===== src/rtl/sync_link_pkg.sv =====
// Shared definitions for the synchronous CPU-to-peripheral send link:
// FSM state encoding and default parameter values.
package sync_link_pkg;

    localparam int DEF_DATA_W  = 32;
    localparam int DEF_DEPTH   = 4;
    localparam int DEF_TIMEOUT = 16;
    localparam int DEF_CNT_W   = 16;

    typedef logic [1:0] state_t;

    localparam state_t IDLE    = 2'd0;
    localparam state_t DRIVE   = 2'd1;
    localparam state_t RELEASE = 2'd2;
    localparam state_t ERROR   = 2'd3;

endpackage


===== src/rtl/sync_link_fifo.sv =====
// First-word-fall-through FIFO for the send link; head is visible while not empty.
// DEPTH must be a power of two so the pointers wrap naturally.
module sync_link_fifo
    import sync_link_pkg::*;
#(
    parameter int DATA_W = DEF_DATA_W,
    parameter int DEPTH  = DEF_DEPTH
) (
    input  logic                     clk,
    input  logic                     rst_n,
    input  logic                     push,
    input  logic [DATA_W-1:0]        push_data,
    input  logic                     pop,
    output logic [DATA_W-1:0]        head,
    output logic                     full,
    output logic                     empty,
    output logic [$clog2(DEPTH):0]   level
);

    localparam int AW = $clog2(DEPTH);
    localparam int LW = AW + 1;

    logic [DATA_W-1:0] mem_q [DEPTH];
    logic [DATA_W-1:0] mem_d [DEPTH];
    logic [AW-1:0]     wr_ptr_q, wr_ptr_d;
    logic [AW-1:0]     rd_ptr_q, rd_ptr_d;
    logic [LW-1:0]     level_q, level_d;
    logic              do_push;
    logic              do_pop;

    assign full    = (level_q == LW'(DEPTH));
    assign empty   = (level_q == '0);
    assign level   = level_q;
    assign head    = mem_q[rd_ptr_q];
    // A full FIFO refuses the push even when a pop frees a slot in the same cycle.
    assign do_push = push && !full;
    assign do_pop  = pop && !empty;

    always_comb begin
        mem_d    = mem_q;
        wr_ptr_d = wr_ptr_q;
        rd_ptr_d = rd_ptr_q;
        level_d  = level_q + LW'(do_push) - LW'(do_pop);
        if (do_push) begin
            mem_d[wr_ptr_q] = push_data;
            wr_ptr_d        = wr_ptr_q + AW'(1);
        end
        if (do_pop) begin
            rd_ptr_d = rd_ptr_q + AW'(1);
        end
    end

    always_ff @(posedge clk or negedge rst_n) begin
        if (!rst_n) begin
            for (int i = 0; i < DEPTH; i++) begin
                mem_q[i] <= '0;
            end
            wr_ptr_q <= '0;
            rd_ptr_q <= '0;
            level_q  <= '0;
        end else begin
            mem_q    <= mem_d;
            wr_ptr_q <= wr_ptr_d;
            rd_ptr_q <= rd_ptr_d;
            level_q  <= level_d;
        end
    end

endmodule


===== src/rtl/sync_send_link.sv =====
// CPU-side transmitter: buffers pushed words and delivers them over a SEND/ACK
// four-phase handshake. Define SYNC_LINK_PARITY_EN to add the outPARITY output.
module sync_send_link
    import sync_link_pkg::*;
#(
    parameter int DATA_W  = DEF_DATA_W,
    parameter int DEPTH   = DEF_DEPTH,
    parameter int TIMEOUT = DEF_TIMEOUT,
    parameter int CNT_W   = DEF_CNT_W
) (
    input  logic                     clk_link,
    input  logic                     rst_link,
    input  logic                     in_valid,
    input  logic [DATA_W-1:0]        in_data,
    output logic                     in_ready,
    output logic                     outSEND,
    output logic [DATA_W-1:0]        outDATA,
    input  logic                     inACK,
    output logic                     busy,
    output logic [CNT_W-1:0]         sent_count,
    output logic [$clog2(DEPTH):0]   fifo_level,
    output logic                     err_timeout,
`ifdef SYNC_LINK_PARITY_EN
    output logic                     outPARITY,
`endif
    input  logic                     err_clr
);

    localparam int WAIT_W = (TIMEOUT > 1) ? $clog2(TIMEOUT) : 1;
    localparam int LIMIT  = (TIMEOUT > 0) ? TIMEOUT - 1 : 0;

    state_t              state_q, state_d;
    logic                send_q, send_d;
    logic [DATA_W-1:0]   data_q, data_d;
    logic [CNT_W-1:0]    count_q, count_d;
    logic [WAIT_W-1:0]   wait_q, wait_d;
    logic                err_q, err_d;
    logic                pop;
    logic                timeout_hit;
    logic [DATA_W-1:0]   fifo_head;
    logic                fifo_full;
    logic                fifo_empty;

    sync_link_fifo #(
        .DATA_W (DATA_W),
        .DEPTH  (DEPTH)
    ) u_fifo (
        .clk       (clk_link),
        .rst_n     (rst_link),
        .push      (in_valid),
        .push_data (in_data),
        .pop       (pop),
        .head      (fifo_head),
        .full      (fifo_full),
        .empty     (fifo_empty),
        .level     (fifo_level)
    );

    assign in_ready    = !fifo_full;
    assign outSEND     = send_q;
    assign outDATA     = data_q;
    assign sent_count  = count_q;
    assign err_timeout = err_q;
    assign busy        = (state_q != IDLE) || !fifo_empty;
    assign timeout_hit = (TIMEOUT != 0) && (wait_q == WAIT_W'(LIMIT));

    // The awaited ACK level is tested before the timeout so a late ACK still wins.
    always_comb begin
        state_d = state_q;
        send_d  = send_q;
        data_d  = data_q;
        count_d = count_q;
        wait_d  = wait_q;
        err_d   = err_q;
        pop     = 1'b0;
        case (state_q)
            IDLE: begin
                wait_d = '0;
                if (!fifo_empty) begin
                    state_d = DRIVE;
                    send_d  = 1'b1;
                    data_d  = fifo_head;
                end
            end
            DRIVE: begin
                if (inACK) begin
                    state_d = RELEASE;
                    send_d  = 1'b0;
                    pop     = 1'b1;
                    count_d = count_q + CNT_W'(1);
                    wait_d  = '0;
                end else if (timeout_hit) begin
                    state_d = ERROR;
                    send_d  = 1'b0;
                    err_d   = 1'b1;
                    wait_d  = '0;
                end else begin
                    wait_d = wait_q + WAIT_W'(1);
                end
            end
            RELEASE: begin
                if (!inACK) begin
                    wait_d = '0;
                    if (!fifo_empty) begin
                        state_d = DRIVE;
                        send_d  = 1'b1;
                        data_d  = fifo_head;
                    end else begin
                        state_d = IDLE;
                    end
                end else if (timeout_hit) begin
                    state_d = ERROR;
                    err_d   = 1'b1;
                    wait_d  = '0;
                end else begin
                    wait_d = wait_q + WAIT_W'(1);
                end
            end
            ERROR: begin
                send_d = 1'b0;
                wait_d = '0;
                if (err_clr) begin
                    state_d = IDLE;
                    err_d   = 1'b0;
                end
            end
            default: begin
                state_d = IDLE;
                send_d  = 1'b0;
                wait_d  = '0;
            end
        endcase
    end

    always_ff @(posedge clk_link or negedge rst_link) begin
        if (!rst_link) begin
            state_q <= IDLE;
            send_q  <= 1'b0;
            data_q  <= '0;
            count_q <= '0;
            wait_q  <= '0;
            err_q   <= 1'b0;
        end else begin
            state_q <= state_d;
            send_q  <= send_d;
            data_q  <= data_d;
            count_q <= count_d;
            wait_q  <= wait_d;
            err_q   <= err_d;
        end
    end

`ifdef SYNC_LINK_PARITY_EN
    logic parity_q, parity_d;

    assign parity_d  = ^data_d;
    assign outPARITY = parity_q;

    always_ff @(posedge clk_link or negedge rst_link) begin
        if (!rst_link) begin
            parity_q <= 1'b0;
        end else begin
            parity_q <= parity_d;
        end
    end
`else
    // Parity output is not built in this configuration.
`endif

endmodule


===== config.mk =====
export PLATFORM = sky130hd
export DESIGN_NAME = sync_send_link
export DESIGN_NICKNAME = d
export VERILOG_FILES = /design/src/rtl/sync_link_pkg.sv /design/src/rtl/sync_link_fifo.sv /design/src/rtl/sync_send_link.sv
export SDC_FILE = /design/constraint.sdc
export NUM_CORES = 1
export LEC_CHECK = 0
export ABC_AREA = 1
export CAP_MARGIN = 20
export CORE_UTILIZATION = 30
export DETAILED_ROUTE_END_ITERATION = 8
export SYNTH_ARGS = -nofsm -noshare
export SYNTH_HDL_FRONTEND = slang
export SYNTH_HIERARCHICAL = 1
export SYNTH_SLANG_ARGS = --single-unit

===== constraint.sdc =====
create_clock -name clk_link -period 2.79 [get_ports clk_link]
set_clock_uncertainty 0.1 [all_clocks]
set_input_delay 0.558 -clock clk_link [delete_from_list [all_inputs] [get_ports clk_link]]
set_output_delay 0.558 -clock clk_link [all_outputs]
set_load 0.1 [all_outputs]

==> results of run 1 <==
-- power by group through the flow --
stage	logic [mW]	registers, mW	clock network [mW]
floorplan	3.74	6.65	0
global placement	7.51	4.70	0
detailed placement	7.63	4.73	0
CTS	7.63	4.69	2.64
global route	8.27	4.83	2.75
finish	7.59	4.69	2.58
-- metal layers --
| metal | vias to the layer above | wire length, µm | global-route usage [%] |
|---|---|---|---|
| met5 | - | 0 | 0 |
| met4 | 0 | 458 | 5.77 |
| met3 | 27 | 1100 | 2.83 |
| met2 | 200 | 12700 | 27.9 |
| met1 | 3894 | 12500 | 23.6 |
| li1 | 3912 | - | - |
-- registers in the layout (all words and copies together), names as in the netlist --
name / flops
wait_q: 4
u_fifo/wr_ptr_q: 2
err_timeout: 1
state_q: 2
outSEND: 1
u_fifo/mem_q: 128
sent_count: 16
outDATA: 32
u_fifo/rd_ptr_q: 2
u_fifo/level: 3
-- layout make-up --
type                            count  area (µm²)  share of cell area (%)
Inverter                           29         109                   0.990
Sequential cell                   191        4780                    43.5
Timing Repair Buffer              121        1090                    9.89
Clock buffer                       18         439                    3.99
Tap cell                          396         495                    4.50
Clock inverter                     14         191                    1.74
Multi-Input combinational cell    839        3890                    35.4
-- cell families (layout without fill, tap and decap cells) --
family / after synthesis / in the layout / share of synthesized area [%]
xor gates and xnor gates: 11 / 11 / 1.04
and+or+nand+nor: 710 / 710 / 33.7
buffers and inverters: 117 / 182 / 6.51
adders and majority gates: 9 / 9 / 1.29
AOI/OAI and AO/OA: 109 / 109 / 5.97
DFF: 191 / 191 / 51.5
-- Yosys cell counts, drive strengths merged --
master   number
nand2       403
dfrtp       191
nand4       131
nor2        124
o21ai       104
buf          70
nand3        48
inv          29
clkbuf       18
ha            8
xnor2         6
xor2          5
a21boi        2
a21oi         2
nand3b        2
fa            1
nor3          1
o2111ai       1
or2           1
-- worst min-delay path by stage --
stage,from,endpoint,slack [ns],depth (start not counted)
floorplan,rst_link,err_timeout,0.16,0
global placement,u_fifo/mem_q[10],u_fifo/mem_q[10],0.35,2
detailed placement,wait_q[0],wait_q[0],0.35,1
CTS,rst_link,wait_q[1],0.05,1
global route,rst_link,u_fifo/mem_q[19],0.06,1
finish,rst_link,u_fifo/mem_q[66],0.04,1
-- cells in the final DEF (no fill, tap or decap), drive strengths merged --
cell           netlist  final
nor3                 1      1
xor2                 5      5
or2                  1      1
nand2              403    403
nand3b               2      2
xnor2                6      6
clkinv               0      6
o2111ai              1      1
clkbuf              18     19
nand3               48     48
nor2               124    124
fa                   1      1
a21oi                2      2
inv                 29     36
o21ai              104    104
bufinv               0      1
nand4              131    131
buf                 70     86
ha                   8      8
dfrtp              191    191
a21boi               2      2
clkdlybuf4s50        0     34
==> results.py, run 1 <==
metrics = {
    "sta": {
        "holdWs_ns": 0.0392,
        "final-setup-viol-count": 0,
        "worstMarginPinSlew_ns": 0.858,
        "min_period_ns": 2.31,
        "finalCritPeriodShare_pct": 82.7,
        "finalSetupTns_ns": 0,
        "report.final.slew_viol_count": 0,
        "timing_hold_violations_final": 0,
        "slew_headroom_pct": 42.8,
        "setup_ws_ns": 0.482,
        "timing.fmax_mhz": 433,
        "rsz0062_at_grt": "false",
    },
    "setup_path": {
        "cp-endpoint": "busy",
        "crit_path_start": "u_fifo/level[1]",
        "crit_path_max_incr_delay_ns": 0.44,
        "crit_path_frequent_cell": "nand2_1",
        "crit_path_top_delay_cell": "dfrtp_2",
        "rrSetupSlack_ns": 0.62,
        "cp.depth": 5,
        "timing_worst_setup_path_type": "reg2out",
        "path_cells": "nor2_2, nand2_1, inv_1, nand2_1, buf_4",
        "cp-start-kind": "register",
        "r2r-start": "u_fifo/level[1]",
        "reg2regPathDepth": 9,
        "timing.critical_path.buf_inv": 2,
        "critPathRequiredTime_ns": 2.13,
        "cp_top_family": "flip-flops",
        "path_max_fanout": 4,
        "cp_data_arrival_time_ns": 1.65,
        "r2r_end": "u_fifo/level[2]",
        "crit_path_end_kind": "primary output",
    },
    "synthesis": {
        "synth-seq-cells": 191,
        "netlist_area_um2": 9280,
        "yosysTopAreaCell": "dfrtp_1",
        "syn_nets": 1193,
        "yosysTopAreaCellShare_pct": 51.5,
        "synthTopCellsByArea": "dfrtp_1, nand2_1, nand4_1, nor2_1, o21ai_1",
        "synth-seq-area-share_pct": 51.5,
        "yosysWarningCount": 6,
        "avgSynthCellArea_um2": 8.09,
        "synth_cell_types": 29,
        "synth_cells": 1147,
    },
    "die": {
        "fp-row-count": 64,
        "dieArea_um2": 31600,
        "initial_core_util_pct": 30.4,
        "core_um2": 30500,
        "pin_count": 92,
        "die-width_um": 178,
        "die_h_um": 178,
    },
    "run": {
        "cap_violations": 0,
    },
    "clocking": {
        "cts.sinks": 191,
        "cts_buffers": 17,
        "worstSkewPairLatency_ns": 0.44,
        "path_clk_slew_ns": 0.07,
        "cts_resized": 0,
        "postCtsHoldBufs": 0,
        "cts_buffer_depth": 2,
        "root_buffer": "clkbuf_16",
        "cts_tree": "yes",
        "htree_levels": 4,
        "postCtsSetupBuffers": 0,
    },
    "placed_design": {
        "place_hpwl_mm": 15.8,
        "placed_area_um2": 10400,
        "io_buffers": 91,
        "dp.cells": 1576,
        "routabilityCongestion": 0.822,
        "dp_slack_ns": 0.172,
    },
    "grt": {
        "grt_max_degree": 135,
        "grt_pass1_vias": 7707,
        "grt_overflow_total": 0,
        "grtUsageTotal_pct": 17.3,
        "grt_pass1_wl_mm": 42.5,
        "antenna_found_initial": 0,
    },
    "power_and_ir_drop": {
        "p_sw_share_pct": 50.9,
        "ir_drop_mv": 0.635,
        "internal_power_mw": 7.29,
        "pwr-share-clk_pct": 17.3,
        "power_density_nw_per_um2": 1350,
        "cellLeakagePower_nw": 5.46,
        "power.total_mw": 14.8,
        "p_sw_mw": 7.56,
        "pwr-share-comb_pct": 51.1,
        "pwr-share-seq_pct": 31.6,
    },
    "cells_and_area": {
        "syn_to_final_growth_pct": 18.5,
        "finalNetCount": 1245,
        "fin_cells": 1608,
        "diodes": 0,
        "final_area_um2": 11000,
        "nFillCells": 3172,
        "drive_above_1_share_pct": 11.5,
        "final_util_pct": 36.1,
    },
    "detailed_routing": {
        "dr.pass1.iters": 5,
        "wl_per_cell_um": 16.6,
        "drc": 0,
        "vias": 8033,
        "drt_iter0_drc": 776,
        "wirelength_mm": 26.7,
        "via_per_inst": 5.00,
        "postRouteAntennaNets": 0,
    },
    "hold_path": {
        "hold_path.class": "in2async",
    },
    "status": {
        "outcome": "finished clean",
    },
}
(Power assumes the default switching activity.)
==> run 2, diff against run 1 <==
Clock period 2.79 ns to 1.9 ns, I/O delays scaled along.
==> results.py, run 2 (synthesis gave the netlist of run 1 again) <==
metrics = {
    "sta": {
        "worstMarginPinSlew_ns": 0.472,
        "finalSetupTns_ns": -0.504,
        "timing_hold_violations_final": 0,
        "final-setup-viol-count": 4,
        "timing.fmax_mhz": 488,
        "slew_headroom_pct": 68.5,
        "min_period_ns": 2.05,
        "finalCritPeriodShare_pct": 108,
        "setup_ws_ns": -0.151,
        "report.final.slew_viol_count": 0,
        "rsz0062_at_grt": "true",
    },
    "setup_path": {
        "crit_path_end_kind": "primary output",
        "crit_path_start": "u_fifo/level[0]",
        "crit_path_max_incr_delay_ns": 0.50,
        "crit_path_frequent_cell": "buf_12",
        "path_max_fanout": 2,
        "crit_path_top_delay_cell": "dfrtp_4",
        "critPathRequiredTime_ns": 1.42,
        "path_cells": "nor2_4, buf_6, nand2_8, buf_12, clkinv_8, inv_8, buf_12",
        "r2r-start": "u_fifo/level[0]",
        "cp-start-kind": "register",
        "timing_worst_setup_path_type": "reg2out",
        "cp_data_arrival_time_ns": 1.57,
    },
    "cells_and_area": {
        "diodes": 0,
        "drive_above_1_share_pct": 15.7,
        "largest_reg_flops": 128,
        "top_register": "u_fifo/mem_q",
        "syn_to_final_growth_pct": 32.0,
        "nFillCells": 3011,
        "final_area_um2": 12200,
        "layout_commonest_cell": "nand2_1",
        "finalNetCount": 1284,
        "final_cell_mix": "nand2_1, dfrtp_1, nand4_1",
    },
    "detailed_routing": {
        "drc": 0,
        "postRouteAntennaNets": 0,
        "vias": 8235,
        "dr.pass1.iters": 5,
        "via_per_inst": 5.00,
        "drt_iter0_drc": 810,
        "wirelength_mm": 26.4,
        "wl_per_cell_um": 16.1,
    },
    "grt": {
        "grt_pass1_wl_mm": 43.3,
        "grt_max_degree": 62,
        "grtUsageTotal_pct": 17.4,
        "antenna_found_initial": 0,
        "grt_pass1_vias": 7974,
        "grt_overflow_total": 0,
    },
    "status": {
        "violations": "setup timing",
        "outcome": "finished, violations left",
    },
    "clocking": {
        "cts_buffers": 17,
        "path_clk_slew_ns": 0.08,
        "worstSkewPairLatency_ns": 0.44,
        "htree_levels": 4,
        "root_buffer": "clkbuf_16",
        "cts.sinks": 191,
        "cts_tree": "yes",
        "cts_buffer_depth": 2,
    },
    "hold_path": {
        "hold_path.class": "in2reg",
        "min_from": "in_valid",
    },
    "die": {
        "initial_core_util_pct": 30.4,
        "die_h_um": 178,
        "core_um2": 30500,
        "pin_count": 92,
        "dieArea_um2": 31600,
        "fp-row-count": 64,
        "die-width_um": 178,
    },
    "run": {
        "cap_violations": 0,
    },
    "placed_design": {
        "routabilityCongestion": 0.816,
        "io_buffers": 91,
        "place_hpwl_mm": 16.4,
        "placed_area_um2": 11500,
        "dp_slack_ns": -0.453,
    },
    "power_and_ir_drop": {
        "power_density_nw_per_um2": 1960,
        "power.total_mw": 24.0,
        "cellLeakagePower_nw": 5.91,
        "ir_drop_mv": 1.04,
    },
}
-- run 2: cell types whose count changed in the layout (fill, tap and decap cells not counted), moves of 2 or more --
cell / previous run / this run
buf_12: 7 / 71
buf_4: 79 / 46
dfrtp_1: 189 / 182
buf_6: 0 / 6
dfrtp_2: 2 / 6
inv_1: 25 / 21
clkinv_8: 5 / 8
dfrtp_4: 0 / 3
nand2_1: 400 / 397
ha_1: 8 / 6
ha_4: 0 / 2
-- run 2: layout make-up --
class | count | area [µm²] | area share [%]
Clock buffer | 17 | 425 | 3.47
Clock inverter | 15 | 190 | 1.55
Inverter | 29 | 134 | 1.09
Multi-Input combinational cell | 839 | 3980 | 32.5
Sequential cell | 191 | 4800 | 39.2
Tap cell | 396 | 495 | 4.05
Timing Repair Buffer | 160 | 2220 | 18.2
-- run 2: final timing paths --
kind / to / slack, ns / depth (start not counted)
min in group asynchronous: sent_count[2] / 0.33 / 2
setup reg to reg: u_fifo/level[1] / -0.13 / 9
hold / removal: u_fifo/wr_ptr_q[1] / 0.31 / 5
hold reg to reg: u_fifo/mem_q[2] / 0.37 / 2
max in group asynchronous: u_fifo/rd_ptr_q[0] / 0.79 / 3
setup / recovery: in_ready / -0.15 / 7
-- run 2: what timing repair did --
item	4_1_cts	5_1_grt
gates cloned	0	1
endpoints found under the hold margin	31	0
pin swaps	2	6
resized for setup	13	10
setup buffers	4	1
hold buffers	1	0
endpoints found under the setup margin	4	56
-- run 2: per-layer routing --
metal  vias to the layer above  global-route usage, %  wire (µm)
met2                       229                   28.1      12600
met1                      4002                   24.1      12200
met4                         0                   5.09        408
met5                         -                      0          0
met3                        20                   2.55       1210
li1                       3984                      -          -
-- run 2: critical path: cells and delay by family, from the launching register on --
family        cells  cell delay [ns]
flops             1             0.50
buf+inv           5             0.46
simple gates      2             0.18
-- run 2: power breakdown --
part	internal (mW)	switching [mW]	total, mW
Clock	1.79	1.88	3.68
Sequential	5.88	1.22	7.10
Combinational	4.72	8.55	13.3
-- run 2: metrics by stage --
| stage | utilization (%) | instances | hold slack [ns] |
|---|---|---|---|
| 2_1_floorplan | - | 1147 | -0.0156 |
| 4_1_cts | 39.9 | 1645 | 0.289 |
| 3_3_place_gp | 37.6 | 1608 | 0.235 |
| 3_5_place_dp | 37.6 | 1608 | 0.235 |
| 5_1_grt | 40.1 | 1647 | 0.307 |
| 6_report | 40.1 | 1647 | 0.308 |
==> run 3, diff against run 2 <==
Settings changed: CTS_CLUSTER_SIZE set to 25.
Clock period 1.9 ns to 2.5 ns, I/O delays scaled along.
==> results.py, run 3 (synthesis gave the netlist of run 1 again) <==
metrics = {
    "clocking": {
        "cts_tree": "yes",
        "worstSkewPairLatency_ns": 0.45,
        "path_clk_slew_ns": 0.08,
        "root_buffer": "clkbuf_16",
        "htree_levels": 4,
        "cts_buffers": 17,
        "cts.sinks": 191,
        "postCtsSetupBuffers": 0,
        "cts_buffer_depth": 2,
    },
    "hold_path": {
        "hold_path.class": "reg2reg",
        "min_from": "wait_q[0]",
        "whs_path_depth": 1,
        "holdPathEnd": "wait_q[0]",
    },
    "cells_and_area": {
        "ff_latch_area_um2": 4780,
        "drive_above_1_share_pct": 12.0,
        "syn_to_final_growth_pct": 19.4,
        "final_cell_mix": "nand2_1, dfrtp_1, nand4_1",
        "final_util_pct": 36.3,
        "top_register": "u_fifo/mem_q",
        "largest_reg_flops": 128,
        "diodes": 0,
        "layout_commonest_cell": "nand2_1",
        "nFillCells": 3177,
        "finalNetCount": 1250,
        "fin_cells": 1613,
        "multi_input_area_um2": 3890,
    },
    "setup_path": {
        "critPathRequiredTime_ns": 1.90,
        "r2r_end": "u_fifo/level[2]",
        "crit_path_frequent_cell": "nand2_1",
        "r2r-start": "u_fifo/level[1]",
        "rrSetupSlack_ns": 0.36,
        "crit_path_top_delay_cell": "dfrtp_2",
        "crit_path_end_kind": "primary output",
        "reg2regPathDepth": 9,
        "path_max_fanout": 4,
        "crit_path_max_incr_delay_ns": 0.44,
        "cp_data_arrival_time_ns": 1.60,
        "path_cells": "nor2_2, nand2_1, inv_1, nand2_1, buf_12",
        "cp-start-kind": "register",
        "timing_worst_setup_path_type": "reg2out",
    },
    "sta": {
        "timing_hold_violations_final": 0,
        "rsz0062_at_grt": "false",
        "min_period_ns": 2.20,
        "timing.fmax_mhz": 455,
        "report.final.slew_viol_count": 0,
        "slew_headroom_pct": 41.6,
        "finalSetupTns_ns": 0,
        "final-setup-viol-count": 0,
        "finalCritPeriodShare_pct": 87.8,
        "worstMarginPinSlew_ns": 0.876,
    },
    "grt": {
        "grt_pass1_vias": 7761,
        "grt_max_degree": 135,
        "antenna_found_initial": 0,
        "grt_pass1_wl_mm": 43.1,
        "grtUsageTotal_pct": 17.4,
        "grt_overflow_total": 0,
    },
    "status": {
        "outcome": "finished clean",
    },
    "die": {
        "core_um2": 30500,
        "dieArea_um2": 31600,
        "fp-row-count": 64,
        "pin_count": 92,
        "initial_core_util_pct": 30.4,
        "die_h_um": 178,
        "die-width_um": 178,
    },
    "detailed_routing": {
        "drt_iter0_drc": 816,
        "vias": 8104,
        "via_per_inst": 5.02,
        "postRouteAntennaNets": 0,
        "dr.pass1.iters": 5,
        "wl_per_cell_um": 16.4,
        "drc": 0,
        "wirelength_mm": 26.4,
    },
    "placed_design": {
        "dp.cells": 1580,
        "io_buffers": 91,
        "routabilityCongestion": 0.827,
        "place_hpwl_mm": 15.5,
    },
    "power_and_ir_drop": {
        "ir_drop_mv": 0.760,
        "cellLeakagePower_nw": 5.49,
        "power_density_nw_per_um2": 1500,
    },
    "run": {
        "cap_violations": 0,
    },
}
==> run 3: cell types whose count changed in the layout (fill, tap and decap cells not counted), moves of 4 or more <==
cell	delta
buf_6	-6
dfrtp_1	+5
inv_12	+4
buf_12	-62
buf_4	+35
==> run 3: per-layer routing <==
metal,global-route usage [%],share of wire [%],vias to the layer above
met5,0,0,-
met4,5.73,2.0,0
met2,28.2,48,242
met3,1.93,4.4,26
met1,24.2,46,3910
li1,-,-,3926
==> run 3: layout make-up <==
cell class | count | share of cell area, %
flip-flops and latches | 191 | 43.2
clock inverters | 15 | 1.89
well taps | 396 | 4.47
clock buffers | 17 | 3.84
multi-input cells | 839 | 35.2
inverters | 29 | 1.02
repair buffers | 126 | 10.4
==> run 3: timing repair <==
item,4_1_cts,5_1_grt
endpoints found under the hold margin,17,0
hold buffers,1,0
gates resized for setup,0,0
==> run 3: worst max-delay path, delay by kind of cell (launching register included) <==
kind,cells,cell delay (ns)
buffers and inverters,2,0.30
and+or+nand+nor,3,0.43
DFF,1,0.44
==> run 3: how the worst max path moves through the flow <==
stage / from / end / slack, ns
final: u_fifo/level[1] / busy / 0.30
after global routing: u_fifo/level[1] / busy / 0.18
after CTS: u_fifo/level[1] / busy / 0.27
after detailed placement: inACK / u_fifo/level[2] / 0.02
after global placement: inACK / u_fifo/level[2] / 0.05
after floorplan: u_fifo/level[1] / u_fifo/level[2] / 0.12
==> run 3: where the power goes <==
part           internal [mW]  switching, mW
logic                   2.26           6.26
clock network           1.40           1.49
registers               4.45          0.780
==> run 3: through the flow <==
step	hold WS [ns]	setup WS (ns)	power (mW)	cell area, µm²
floorplan	0.104	0.116	11.6	9290
global placement	0.347	0.0461	13.7	10400
detailed placement	0.349	0.0223	13.8	10400
CTS	0.361	0.268	16.8	11100
global route	0.390	0.181	17.8	11100
finish	0.358	0.304	16.6	11100
